## config.mk

```make
export PLATFORM = sky130hd
export DESIGN_NAME = jtcop_bank_arb
export DESIGN_NICKNAME = d
export VERILOG_FILES = /design/src/rtl/jtcop_arb_pkg.sv /design/src/rtl/jtcop_rr_pick.sv /design/src/rtl/jtcop_bank_arb.sv
export SDC_FILE = /design/constraint.sdc
export NUM_CORES = 1
export LEC_CHECK = 0
export ABC_AREA = 1
export BUFFER_PORTS_ARGS = -buffer_cell sky130_fd_sc_hd__buf_4
export CORE_MARGIN = 5
export CORE_UTILIZATION = 30
export CTS_CLUSTER_SIZE = 8
export DETAILED_ROUTE_END_ITERATION = 6
export MAX_ROUTING_LAYER = met4
export PLACE_DENSITY_LB_ADDON = 0.25
export SYNTH_ARGS = -nofsm -noshare
export SYNTH_HDL_FRONTEND = slang
export SYNTH_SLANG_ARGS = --single-unit
```

## constraint.sdc

```tcl
create_clock -name clk -period 6.5 [get_ports clk]
set_input_delay 0.65 -clock clk [delete_from_list [all_inputs] [get_ports clk]]
set_output_delay 0.65 -clock clk [all_outputs]
set_load 0.05 [all_outputs]
```

## src/rtl/jtcop_arb_pkg.sv

```systemverilog
// Shared types and constants for the SDRAM bank arbiter.
//   state_e      : arbiter FSM states
//   cmd_t        : latched command payload driven onto the SDRAM command port
//   PROG_SRC     : source index used for the download (prog) port
//   bank_onehot  : 2-bit bank index to 4-bit one-hot strobe vector
package jtcop_arb_pkg;

    localparam int unsigned AW = 22;
    localparam int unsigned DW = 16;
    localparam int unsigned NB = 4;
    localparam int unsigned BW = 2;
    localparam int unsigned SW = 3;

    // Sources 0..3 are the banks; 4 is the download port.
    localparam logic [SW-1:0] PROG_SRC = 3'd4;

    typedef enum logic [1:0] {
        IDLE  = 2'd0,
        ISSUE = 2'd1,
        RDATA = 2'd2,
        WDATA = 2'd3
    } state_e;

    typedef struct packed {
        logic [BW-1:0] ba;
        logic [AW-1:0] addr;
        logic          wr;
        logic [DW-1:0] din;
        logic [1:0]    mask;
    } cmd_t;

    function automatic logic [NB-1:0] bank_onehot(input logic [BW-1:0] idx);
        return NB'(1) << idx;
    endfunction

endpackage

```

## src/rtl/jtcop_rr_pick.sv

```systemverilog
// Combinational 4-way round-robin finder: first set request at or above ptr, with wrap.
//   req_i      : request vector
//   ptr_i      : highest-priority index
//   onehot_c_o : one-hot of the chosen request
//   idx_c_o    : index of the chosen request
//   any_c_o    : at least one request is set
module jtcop_rr_pick
    import jtcop_arb_pkg::*;
(
    input  logic [NB-1:0] req_i,
    input  logic [BW-1:0] ptr_i,
    output logic [NB-1:0] onehot_c_o,
    output logic [BW-1:0] idx_c_o,
    output logic          any_c_o
);

    // Walk from ptr upward; index arithmetic wraps naturally at BW bits.
    always_comb begin
        logic [BW-1:0] cand;
        onehot_c_o = '0;
        idx_c_o    = '0;
        any_c_o    = 1'b0;
        cand       = '0;
        for (int unsigned i = 0; i < NB; i++) begin
            cand = ptr_i + BW'(i);
            if (!any_c_o && req_i[cand]) begin
                any_c_o    = 1'b1;
                idx_c_o    = cand;
                onehot_c_o = NB'(1) << cand;
            end
        end
    end

endmodule

```

## src/rtl/jtcop_bank_arb.sv

```systemverilog
// Serialises four bank request ports plus the download port onto a single-outstanding
// SDRAM command port, and returns per-bank ack/dst/dok/rdy strobes with registered read data.
//   ba*_addr, ba_rd, ba_wr, ba0_din(_m) : bank requests (held until ack)
//   ba_ack/ba_dst/ba_dok/ba_rdy, data_read : bank responses
//   downloading, prog_*                 : download port, exclusive while downloading
//   cmd_*, cmd_gnt                      : SDRAM command handshake
//   rd_valid/rd_data, wr_done           : SDRAM completion
//   tout_err                            : sticky response timeout flag
module jtcop_bank_arb
    import jtcop_arb_pkg::*;
#(
    parameter int unsigned BURST = 2,
    parameter int unsigned TOUT  = 63
) (
    input  logic          clk,
    input  logic          rst_n,
    input  logic [AW-1:0] ba0_addr,
    input  logic [AW-1:0] ba1_addr,
    input  logic [AW-1:0] ba2_addr,
    input  logic [AW-1:0] ba3_addr,
    input  logic [NB-1:0] ba_rd,
    input  logic          ba_wr,
    input  logic [DW-1:0] ba0_din,
    input  logic [1:0]    ba0_din_m,
    output logic [NB-1:0] ba_ack,
    output logic [NB-1:0] ba_dst,
    output logic [NB-1:0] ba_dok,
    output logic [NB-1:0] ba_rdy,
    output logic [DW-1:0] data_read,
    input  logic          downloading,
    input  logic [AW-1:0] prog_addr,
    input  logic [DW-1:0] prog_data,
    input  logic [1:0]    prog_mask,
    input  logic [BW-1:0] prog_ba,
    input  logic          prog_we,
    input  logic          prog_rd,
    output logic          prog_ack,
    output logic          prog_rdy,
    output logic          cmd_req,
    output logic [BW-1:0] cmd_ba,
    output logic [AW-1:0] cmd_addr,
    output logic          cmd_wr,
    output logic [DW-1:0] cmd_din,
    output logic [1:0]    cmd_mask,
    input  logic          cmd_gnt,
    input  logic          rd_valid,
    input  logic [DW-1:0] rd_data,
    input  logic          wr_done,
    output logic          tout_err
);

    // Timeout counter holds 0..TOUT-1; reaching TOUT-1 in a wait state aborts.
    localparam int unsigned   TW    = (TOUT < 2) ? 1 : $clog2(TOUT);
    localparam logic [TW-1:0] TLAST = TW'(TOUT - 1);
    localparam logic          WLAST = 1'(BURST - 1);

    state_e        state_q, state_d;
    cmd_t          cmd_q, cmd_d;
    logic          cmd_req_q, cmd_req_d;
    logic [SW-1:0] src_q, src_d;
    logic [BW-1:0] rr_ptr_q, rr_ptr_d;
    logic          wcnt_q, wcnt_d;
    logic [TW-1:0] tcnt_q, tcnt_d;
    logic          tout_err_q, tout_err_d;
    logic [DW-1:0] data_q, data_d;
    logic [NB-1:0] ack_q, ack_d;
    logic [NB-1:0] dst_q, dst_d;
    logic [NB-1:0] dok_q, dok_d;
    logic [NB-1:0] rdy_q, rdy_d;
    logic          pack_q, pack_d;
    logic          prdy_q, prdy_d;

    logic [NB-1:0] bank_req;
    logic [NB-1:0] pick_oh;
    logic [BW-1:0] pick_idx;
    logic          pick_any;
    logic [AW-1:0] pick_addr;
    logic          is_prog;
    logic [NB-1:0] src_oh;

    // Bank 0 carries both read and write requests.
    assign bank_req = {ba_rd[3:1], ba_rd[0] | ba_wr};

    jtcop_rr_pick u_pick (
        .req_i      (bank_req),
        .ptr_i      (rr_ptr_q),
        .onehot_c_o (pick_oh),
        .idx_c_o    (pick_idx),
        .any_c_o    (pick_any)
    );

    assign pick_addr = ({AW{pick_oh[0]}} & ba0_addr) | ({AW{pick_oh[1]}} & ba1_addr)
                     | ({AW{pick_oh[2]}} & ba2_addr) | ({AW{pick_oh[3]}} & ba3_addr);

    assign is_prog = (src_q == PROG_SRC);
    assign src_oh  = bank_onehot(src_q[BW-1:0]);

    // Next-state and next-output logic.
    always_comb begin
        state_d    = state_q;
        cmd_d      = cmd_q;
        cmd_req_d  = cmd_req_q;
        src_d      = src_q;
        rr_ptr_d   = rr_ptr_q;
        wcnt_d     = wcnt_q;
        tcnt_d     = tcnt_q;
        tout_err_d = tout_err_q;
        data_d     = data_q;
        ack_d      = '0;
        dst_d      = '0;
        dok_d      = '0;
        rdy_d      = '0;
        pack_d     = 1'b0;
        prdy_d     = 1'b0;

        case (state_q)
            IDLE: begin
                if (downloading) begin
                    if (prog_we || prog_rd) begin
                        cmd_d     = '{ba: prog_ba, addr: prog_addr, wr: prog_we,
                                      din: prog_data, mask: prog_mask};
                        src_d     = PROG_SRC;
                        cmd_req_d = 1'b1;
                        state_d   = ISSUE;
                    end
                end else if (pick_any) begin
                    // A simultaneous bank 0 read and write resolves to the write.
                    cmd_d     = '{ba: pick_idx, addr: pick_addr, wr: pick_oh[0] & ba_wr,
                                  din: ba0_din, mask: ba0_din_m};
                    src_d     = SW'({1'b0, pick_idx});
                    cmd_req_d = 1'b1;
                    state_d   = ISSUE;
                end
            end
            ISSUE: begin
                if (cmd_gnt) begin
                    cmd_req_d = 1'b0;
                    wcnt_d    = 1'b0;
                    tcnt_d    = '0;
                    if (is_prog) begin
                        pack_d = 1'b1;
                    end else begin
                        ack_d    = src_oh;
                        rr_ptr_d = src_q[BW-1:0] + 2'd1;
                    end
                    state_d = cmd_q.wr ? WDATA : RDATA;
                end
            end
            RDATA: begin
                tcnt_d = tcnt_q + 1'b1;
                if (rd_valid) begin
                    data_d = rd_data;
                    if (!is_prog) begin
                        dok_d = src_oh;
                        if (wcnt_q == 1'b0) dst_d = src_oh;
                    end
                    if (wcnt_q == WLAST) begin
                        if (is_prog) prdy_d = 1'b1;
                        else         rdy_d  = src_oh;
                        state_d = IDLE;
                    end else begin
                        wcnt_d = wcnt_q + 1'b1;
                    end
                end else if (tcnt_q == TLAST) begin
                    tout_err_d = 1'b1;
                    state_d    = IDLE;
                end
            end
            WDATA: begin
                tcnt_d = tcnt_q + 1'b1;
                if (wr_done) begin
                    if (is_prog) prdy_d = 1'b1;
                    else         rdy_d  = src_oh;
                    state_d = IDLE;
                end else if (tcnt_q == TLAST) begin
                    tout_err_d = 1'b1;
                    state_d    = IDLE;
                end
            end
            default: state_d = IDLE;
        endcase
    end

    // State and output registers.
    always_ff @(posedge clk or negedge rst_n) begin
        if (!rst_n) begin
            state_q    <= IDLE;
            cmd_q      <= '0;
            cmd_req_q  <= 1'b0;
            src_q      <= '0;
            rr_ptr_q   <= '0;
            wcnt_q     <= 1'b0;
            tcnt_q     <= '0;
            tout_err_q <= 1'b0;
            data_q     <= '0;
            ack_q      <= '0;
            dst_q      <= '0;
            dok_q      <= '0;
            rdy_q      <= '0;
            pack_q     <= 1'b0;
            prdy_q     <= 1'b0;
        end else begin
            state_q    <= state_d;
            cmd_q      <= cmd_d;
            cmd_req_q  <= cmd_req_d;
            src_q      <= src_d;
            rr_ptr_q   <= rr_ptr_d;
            wcnt_q     <= wcnt_d;
            tcnt_q     <= tcnt_d;
            tout_err_q <= tout_err_d;
            data_q     <= data_d;
            ack_q      <= ack_d;
            dst_q      <= dst_d;
            dok_q      <= dok_d;
            rdy_q      <= rdy_d;
            pack_q     <= pack_d;
            prdy_q     <= prdy_d;
        end
    end

    assign ba_ack    = ack_q;
    assign ba_dst    = dst_q;
    assign ba_dok    = dok_q;
    assign ba_rdy    = rdy_q;
    assign data_read = data_q;
    assign prog_ack  = pack_q;
    assign prog_rdy  = prdy_q;
    assign cmd_req   = cmd_req_q;
    assign cmd_ba    = cmd_q.ba;
    assign cmd_addr  = cmd_q.addr;
    assign cmd_wr    = cmd_q.wr;
    assign cmd_din   = cmd_q.din;
    assign cmd_mask  = cmd_q.mask;
    assign tout_err  = tout_err_q;

endmodule
```

==> key figures, run 1 <==
STA
  • Worst rel slew slack: between 30% and 40%
  • Fmax: 338 MHz
  • Skew final: 6.16 ps
  • Final setup TNS: 0 ps
  • Final max-slew violation count: 0
  • Worst-margin pin slew: 964 ps
  • Hold WS: 299 ps
  • RSZ-0062 raised after global routing: no
  • Fin worst setup slack: 3540 ps
  • Fin crit share: 45.6%
  • Hold Vio Cnt, Final: 0
  • Final min period: around 3000 ps
  • Setup violations, final: 0

Routing
  • Avg WL per Cell: ~17 um
  • Final routed DRC violation total: 0
  • Drt total wl: between 15,000 and 20,000 um
  • DRT iter0 DRCs: between 300 and 400
  • DR vias/cell: slightly below 5
  • ANT nets after route: 0
  • Via count: between 5,000 and 6,000
  • Pre-antenna DRT Iters: 5

Clock tree
  • CTS Hold Bufs: 0
  • Worst-skew pair later-pin latency: 340 ps
  • CTS tree: done
  • Worst-path clk slew: 70 ps
  • Clock Path Buffers: 2
  • CTS HTree Levels: 3
  • Root Buffer: clkbuf_16
  • Setup repair bufs after CTS: 0
  • Post-cts repair resize count: 0
  • Clk sinks: 93
  • Num CTS Buffers: 9

Setup path
  • Arrival @ worst endpoint: 3190 ps
  • Path type of the worst setup path: flip-flop to flip-flop
  • CP startpoint: rr_ptr_q[0]$_DFFE_PN0P_
  • R2R Setup Slk: 3540 ps
  • Critical Path Sink Type: flip-flop
  • Number of cells on the critical path: 13
  • Reg2reg path depth: 13
  • WP buf/inv: 2
  • Delay-heaviest family, CP: simple AND/OR/NAND/NOR gates
  • R2r endpoint: cmd_addr[11]$_DFFE_PN0P_
  • Crit path required time: 6730 ps
  • Critical-path cell list: inv_2 -> ha_1 -> inv_1 -> nand3_1 -> nand2_4 -> nand2_1 -> nand2_1 -> nand2_1 -> nand3_1 -> nand3_1 -> nand2_1 -> o21ai_1 -> nand2_1
  • Worst-path maximum fanout: 22
  • Most common cell on crit path: nand2_1
  • Worst r2r src: rr_ptr_q[0]$_DFFE_PN0P_
  • Setup crit end: cmd_addr[11]$_DFFE_PN0P_
  • Max stage delay on crit path: slightly below 700 ps
  • Startpoint types: flip-flop
  • Slowest CP cell: nand3_1

Die
  • Initial core utilization: 30.4%
  • Die width: 139 um
  • I/O Pins: 256
  • Die area: around 19,000 um^2
  • # rows: 47
  • Die Ht: 139 um
  • Core area: 16,500 um^2

Yosys
  • Ranking of synthesized cells by area: dfrtp_1, nand2_1, nand3_1
  • Mapped Area: 5030 um^2
  • Async SR Flop Fraction: between 90% and 100%
  • Gate count of the mapped netlist: 633
  • Register area share after synthesis: between 40% and 50%
  • Yosys reg bits: 93
  • Yosys cell types: 29
  • Syn_area_per_cell: 7.94 um^2
  • Top-area cell type share of the netlist area: a little under half
  • Synth Warn #: 0
  • Syn nets: between 800 and 900
  • Most area-hungry cell type in the Yosys netlist: dfrtp_1
  • Dominant synthesized flop cell: dfrtp_1
  • Post-synth EDFFs: 0

Finish
  • Antenna cells: 0
  • Nets: approximately 1,100
  • Layout fillers: roughly 1,700
  • Fin cells: 1,097
  • Layout cells sized above 1: 33.0%
  • Area Growth Syn to Fin: 46.0%

Status
  • Status: finished, final reports clean

Placement
  • Routability cong.: 0.913
  • Placement Setup Slack: 3460 ps
  • HPWL Detailed: roughly 14,000 um
  • Placed Cells: 1,081
  • IO buf count: 255

GRT
  • Global-route wire length before repair: between 20,000 and 30,000 um
  • GRT Total Usage: about a fifth
  • GR Overflow Total: 0
  • Vias in the first global route: 5,300
  • Initial antenna violation count: 0
  • Pin count of the biggest net entering global routing: 50

Worst hold path
  • Worst min path class: input port to asynchronous set/reset pin

Pwr
  • PwrDens: around 540 nW/um^2
  • VDD IR-drop max: approximately 0.00033 V
  • Pleak: 4.02 nW
  • Tot Pwr: 4.00 mW

Flow run
  • # Max-Cap Violations: 0
## final cells by class
| class | count | area, um^2 | share of cell area (%) |
|---|---|---|---|
| Clock inverter | 7 | 87.6 | 1.19 |
| Tap cell | 220 | 275 | 3.75 |
| Multi-Input combinational cell | 472 | 2340 | 31.8 |
| Sequential cell | 93 | 2330 | 31.7 |
| Clock buffer | 9 | 225 | 3.07 |
| Timing Repair Buffer | 260 | 1950 | 26.6 |
| Inverter | 36 | 140 | 1.91 |
## kinds of logic after synthesis
group           count (synthesis)  synth area share, %
compound gates                 88                 11.1
fa+ha+maj                      10                 2.49
flops                          93                 46.3
simple gates                  374                 32.9
buf+inv                        68                 7.27
## routing by layer
metal / vias to the layer above / global-route usage [%] / part of all wire, %
li1: 2592 / - / -
met1: 2432 / 22.7 / 41
met2: 217 / 30.6 / 48
met3: 34 / 3.88 / 7.8
met4: 0 / 7.98 / 3.7
met5: - / - / 0
## power by group
| part | total (mW) | internal, mW | leakage (nW) | switching, mW |
|---|---|---|---|---|
| clock network | 0.557 | 0.308 | 0.154 | 0.249 |
| logic | 2.50 | 0.737 | 2.67 | 1.76 |
| registers | 0.943 | 0.800 | 1.19 | 0.143 |
| total | 4.00 | 1.84 | 4.02 | 2.15 |
## synth_stat cells, types with 2 or more instances
cell and number:
nand2_1 211, nand3_1 113, dfrtp_1 93, a22oi_1 42, inv_1 32, nor2_1 30
o21ai_1 20, o21ai_0 18, buf_4 10, ha_1 10, buf_6 8, clkbuf_1 8
buf_2 6, nand2_4 6, nor3_1 4, a21oi_1 3, nand4_1 3, o211ai_1 3
clkinv_1 2, nand3_2 2
## placed cells by master (no fill, tap or decap), types with 4 or more instances in the layout
cell       count
nor2_1        30
dfrtp_1       93
nand2_4        6
nand2_1      211
nand3_1      113
clkbuf_16      9
inv_1         32
o21ai_1       20
a22oi_1       42
o21ai_0       18
nor3_1         4
buf_4        260
ha_1          10
## stage by stage
| stage | util (%) | area (um^2) |
|---|---|---|
| floorplan | - | 5030 |
| global placement | 42.5 | 7030 |
| detailed placement | 42.5 | 7030 |
| CTS | 44.4 | 7340 |
| global route | 44.4 | 7340 |
| finish | 44.4 | 7340 |
## registers in the layout (all words and copies together), names as in the netlist, 2 cells and up
name / cells
ba_rdy: 4
ba_ack: 4
rr_ptr_q: 2
ba_dok: 4
data_read: 16
cmd_din: 16
ba_dst: 4
cmd_mask: 2
tcnt_q: 6
cmd_addr: 22
cmd_ba: 2
state_q: 2
src_q: 3
## worst min path at each step
stage	slack [ps]	cells after the start	to	from
CTS	310	1	ba_dok[3]$_DFF_PN0_	rst_n
global route	340	1	ba_dst[2]$_DFF_PN0_	rst_n
detailed placement	430	1	ba_dst[0]$_DFF_PN0_	wcnt_q$_DFFE_PN0P_
floorplan	350	0	ba_ack[0]$_DFF_PN0_	rst_n
global placement	430	1	ba_dst[0]$_DFF_PN0_	wcnt_q$_DFFE_PN0P_
finish	300	1	ba_dst[2]$_DFF_PN0_	rst_n
(Power assumes the default switching activity.)
==> run 2: changes to the inputs <==
==> constraint.sdc (replaced) <==
create_clock -name clk -period 2.85 [get_ports clk]
set_input_delay 0.285 -clock clk [delete_from_list [all_inputs] [get_ports clk]]
set_output_delay 0.285 -clock clk [all_outputs]
set_load 0.05 [all_outputs]
==> run 2 against run 1 <==
Against the previous run:
- sequential cell count unchanged
- register-to-register slack got worse by 3200 ps
- cell area increased by 0.99%
==> key figures, run 2 (same netlist as run 1, synthesis figures left out) <==
Clock tree
  • CTS HTree Levels: 3 (unchanged)
  • Setup repair bufs after CTS: 0 (unchanged)
  • Worst-path clk slew: 70 ps (about the same)
  • Num CTS Buffers: 9 (unchanged)
  • Clock Path Buffers: 2 (unchanged)
  • Worst-skew pair later-pin latency: 350 ps (about the same)
  • Clk sinks: 93 (unchanged)
  • CTS tree: done
  • Root Buffer: clkbuf_16

Routing
  • Drt total wl: 18,300 um (+0.80%)
  • DRT iter0 DRCs: 365 (+2.2%)
  • Via count: 5,290 (+0.28%)
  • DR vias/cell: 4.80 (-0.26%)
  • Pre-antenna DRT Iters: 4 (-1)
  • ANT nets after route: 0 (unchanged)
  • Avg WL per Cell: 16.6 um (+0.26%)
  • Final routed DRC violation total: 0 (unchanged)

Pwr
  • Tot Pwr: 9.19 mW (+130%)
  • PwrDens: 1240 nW/um^2 (+130%)
  • Pleak: 4.04 nW (+0.56%)
  • VDD IR-drop max: 0.000699 V (+110%)

STA
  • Setup violations, final: 0 (unchanged)
  • RSZ-0062 raised after global routing: no
  • Final setup TNS: 0 ps (unchanged)
  • Hold Vio Cnt, Final: 0 (unchanged)
  • Fin worst setup slack: 297 ps (-3240 ps)
  • Final max-slew violation count: 0 (unchanged)
  • Fin crit share: 89.6% (+44 points)
  • Worst-margin pin slew: 549 ps (-416 ps)
  • Final min period: 2550 ps (-408 ps)
  • Skew final: 7.56 ps (+1.40 ps)
  • Worst rel slew slack: 63.4% (+28 points)
  • Fmax: 392 MHz (+16%)

Die
  • Initial core utilization: 30.4% (unchanged)
  • Die area: 19,500 um^2 (unchanged)
  • Die Ht: 139 um (unchanged)
  • Core area: 16,500 um^2 (unchanged)
  • # rows: 47 (unchanged)
  • Die width: 139 um (unchanged)
  • I/O Pins: 256 (unchanged)

Finish
  • Nets: 1,065 (+0.57%)
  • Largest register FFs: 22 (unchanged)
  • Layout cells sized above 1: 33.3% (+0.34 points)
  • Layout fillers: 1,646 (-2.0%)
  • Antenna cells: 0 (unchanged)
  • Area Growth Syn to Fin: 47.5%
  • Most common cell after layout, fill and taps aside: buf_4
  • Most frequent cells in the layout: buf_4, nand2_1, nand3_1, dfrtp_1, a22oi_1

GRT
  • Most crowded layer after global routing: met2
  • Routing usage on met3: 4.94% (+1.1 points)
  • Pin count of the biggest net entering global routing: 54 (+8.0%)
  • Met1 Use GR: 23.7% (+1.0 points)
  • Global-route wire length before repair: 28,600 um (+1.2%)
  • Vias in the first global route: 5,295 (-0.094%)
  • Grt met2 use: 30.4% (-0.23 points)
  • GR Overflow Total: 0 (unchanged)
  • Initial antenna violation count: 0 (unchanged)
  • GRT Total Usage: 18.9% (+0.14 points)

Setup path
  • Crit path required time: 3090 ps (-3640 ps)
  • R2R Setup Slk: 300 ps (-3240 ps)
  • Startpoint types: flip-flop
  • R2r endpoint: cmd_din[1]$_DFFE_PN0P_
  • Critical Path Sink Type: flip-flop
  • Reg2reg path depth: 13 (unchanged)
  • Arrival @ worst endpoint: 2790 ps (-400 ps)
  • Path type of the worst setup path: flip-flop to flip-flop
  • Worst-path maximum fanout: 12 (-45%)
  • Worst r2r src: rr_ptr_q[0]$_DFFE_PN0P_

Worst hold path
  • Hold path startpoint: rd_data[9]
  • Hold path cells: 3
  • Worst min path class: input port to flip-flop
  • Hold endpoint: data_read[9]$_DFFE_PN0P_

Placement
  • Placement Setup Slack: 214 ps (-3250 ps)
  • IO buf count: 255 (unchanged)
  • HPWL Detailed: 13,800 um (about the same)
  • Routability cong.: 0.879 (-3.7%)

Flow run
  • # Max-Cap Violations: 0 (unchanged)

Status
  • Status: finished, final reports clean
## run 2: metrics by stage
stage	util, %	cells	area (um^2)	hold WS [ps]
after floorplan	-	633	5030	-10.6
after global placement	43.0	1086	7110	309
after detailed placement	43.0	1086	7110	304
after CTS	44.8	1103	7410	114
final	44.9	1103	7420	130
after global routing	44.9	1103	7420	129
## run 2: what timing repair did
| action | 4_1_cts | 5_1_grt |
|---|---|---|
| hold buffers | 1 | 0 |
| hold endpoints to repair | 40 | 0 |
| setup endpoints to repair | 0 | 13 |
| gates resized for setup | 0 | 1 |
## run 2: worst max-delay path: stages (launching register included)
cell and delay (ps):
dfrtp_1 480, inv_2 130, ha_1 360, inv_1 90, nand3_1 120, nand2_4 140
nor2_8 60, nand2_1 60, nor2_1 50, nand2_1 100, nand3_2 280, buf_4 310
a22oi_1 190, nand2_1 70
## run 2: final cells by class
| cell class | instances | area (um^2) | area share [%] |
|---|---|---|---|
| repair buffers | 266 | 2040 | 27.5 |
| flip-flops and latches | 93 | 2330 | 31.4 |
| multi-input cells | 472 | 2340 | 31.6 |
| clock inverters | 7 | 67.6 | 0.911 |
| clock buffers | 9 | 225 | 3.04 |
| inverters | 36 | 140 | 1.89 |
| well taps | 220 | 275 | 3.71 |
## run 2: worst max path at each step
stage / startpoint / endpoint / slack (ps) / depth (start not counted)
final: rr_ptr_q[0]$_DFFE_PN0P_ / cmd_din[1]$_DFFE_PN0P_ / 300 / 13
after global routing: rr_ptr_q[1]$_DFFE_PN0P_ / src_q[0]$_DFFE_PN0P_ / 70 / 14
after CTS: rr_ptr_q[0]$_DFFE_PN0P_ / cmd_addr[11]$_DFFE_PN0P_ / 190 / 13
after detailed placement: rr_ptr_q[1]$_DFFE_PN0P_ / cmd_addr[11]$_DFFE_PN0P_ / 210 / 13
after global placement: rr_ptr_q[0]$_DFFE_PN0P_ / cmd_addr[11]$_DFFE_PN0P_ / 300 / 13
after floorplan: rr_ptr_q[0]$_DFFE_PN0P_ / cmd_addr[0]$_DFFE_PN0P_ / 780 / 14
## run 2: report_power, final
| group | switching, mW | internal (mW) |
|---|---|---|
| combinational | 4.06 | 1.78 |
| sequential | 0.339 | 1.83 |
| clock | 0.578 | 0.612 |
| total | 4.97 | 4.21 |
## run 2: metal layers
| layer | wire length (um) | share of wire, % |
|---|---|---|
| met3 | 1400 | 7.6 |
| met1 | 7720 | 42 |
| met5 | 0 | 0 |
| met2 | 8830 | 48 |
| met4 | 354 | 1.9 |
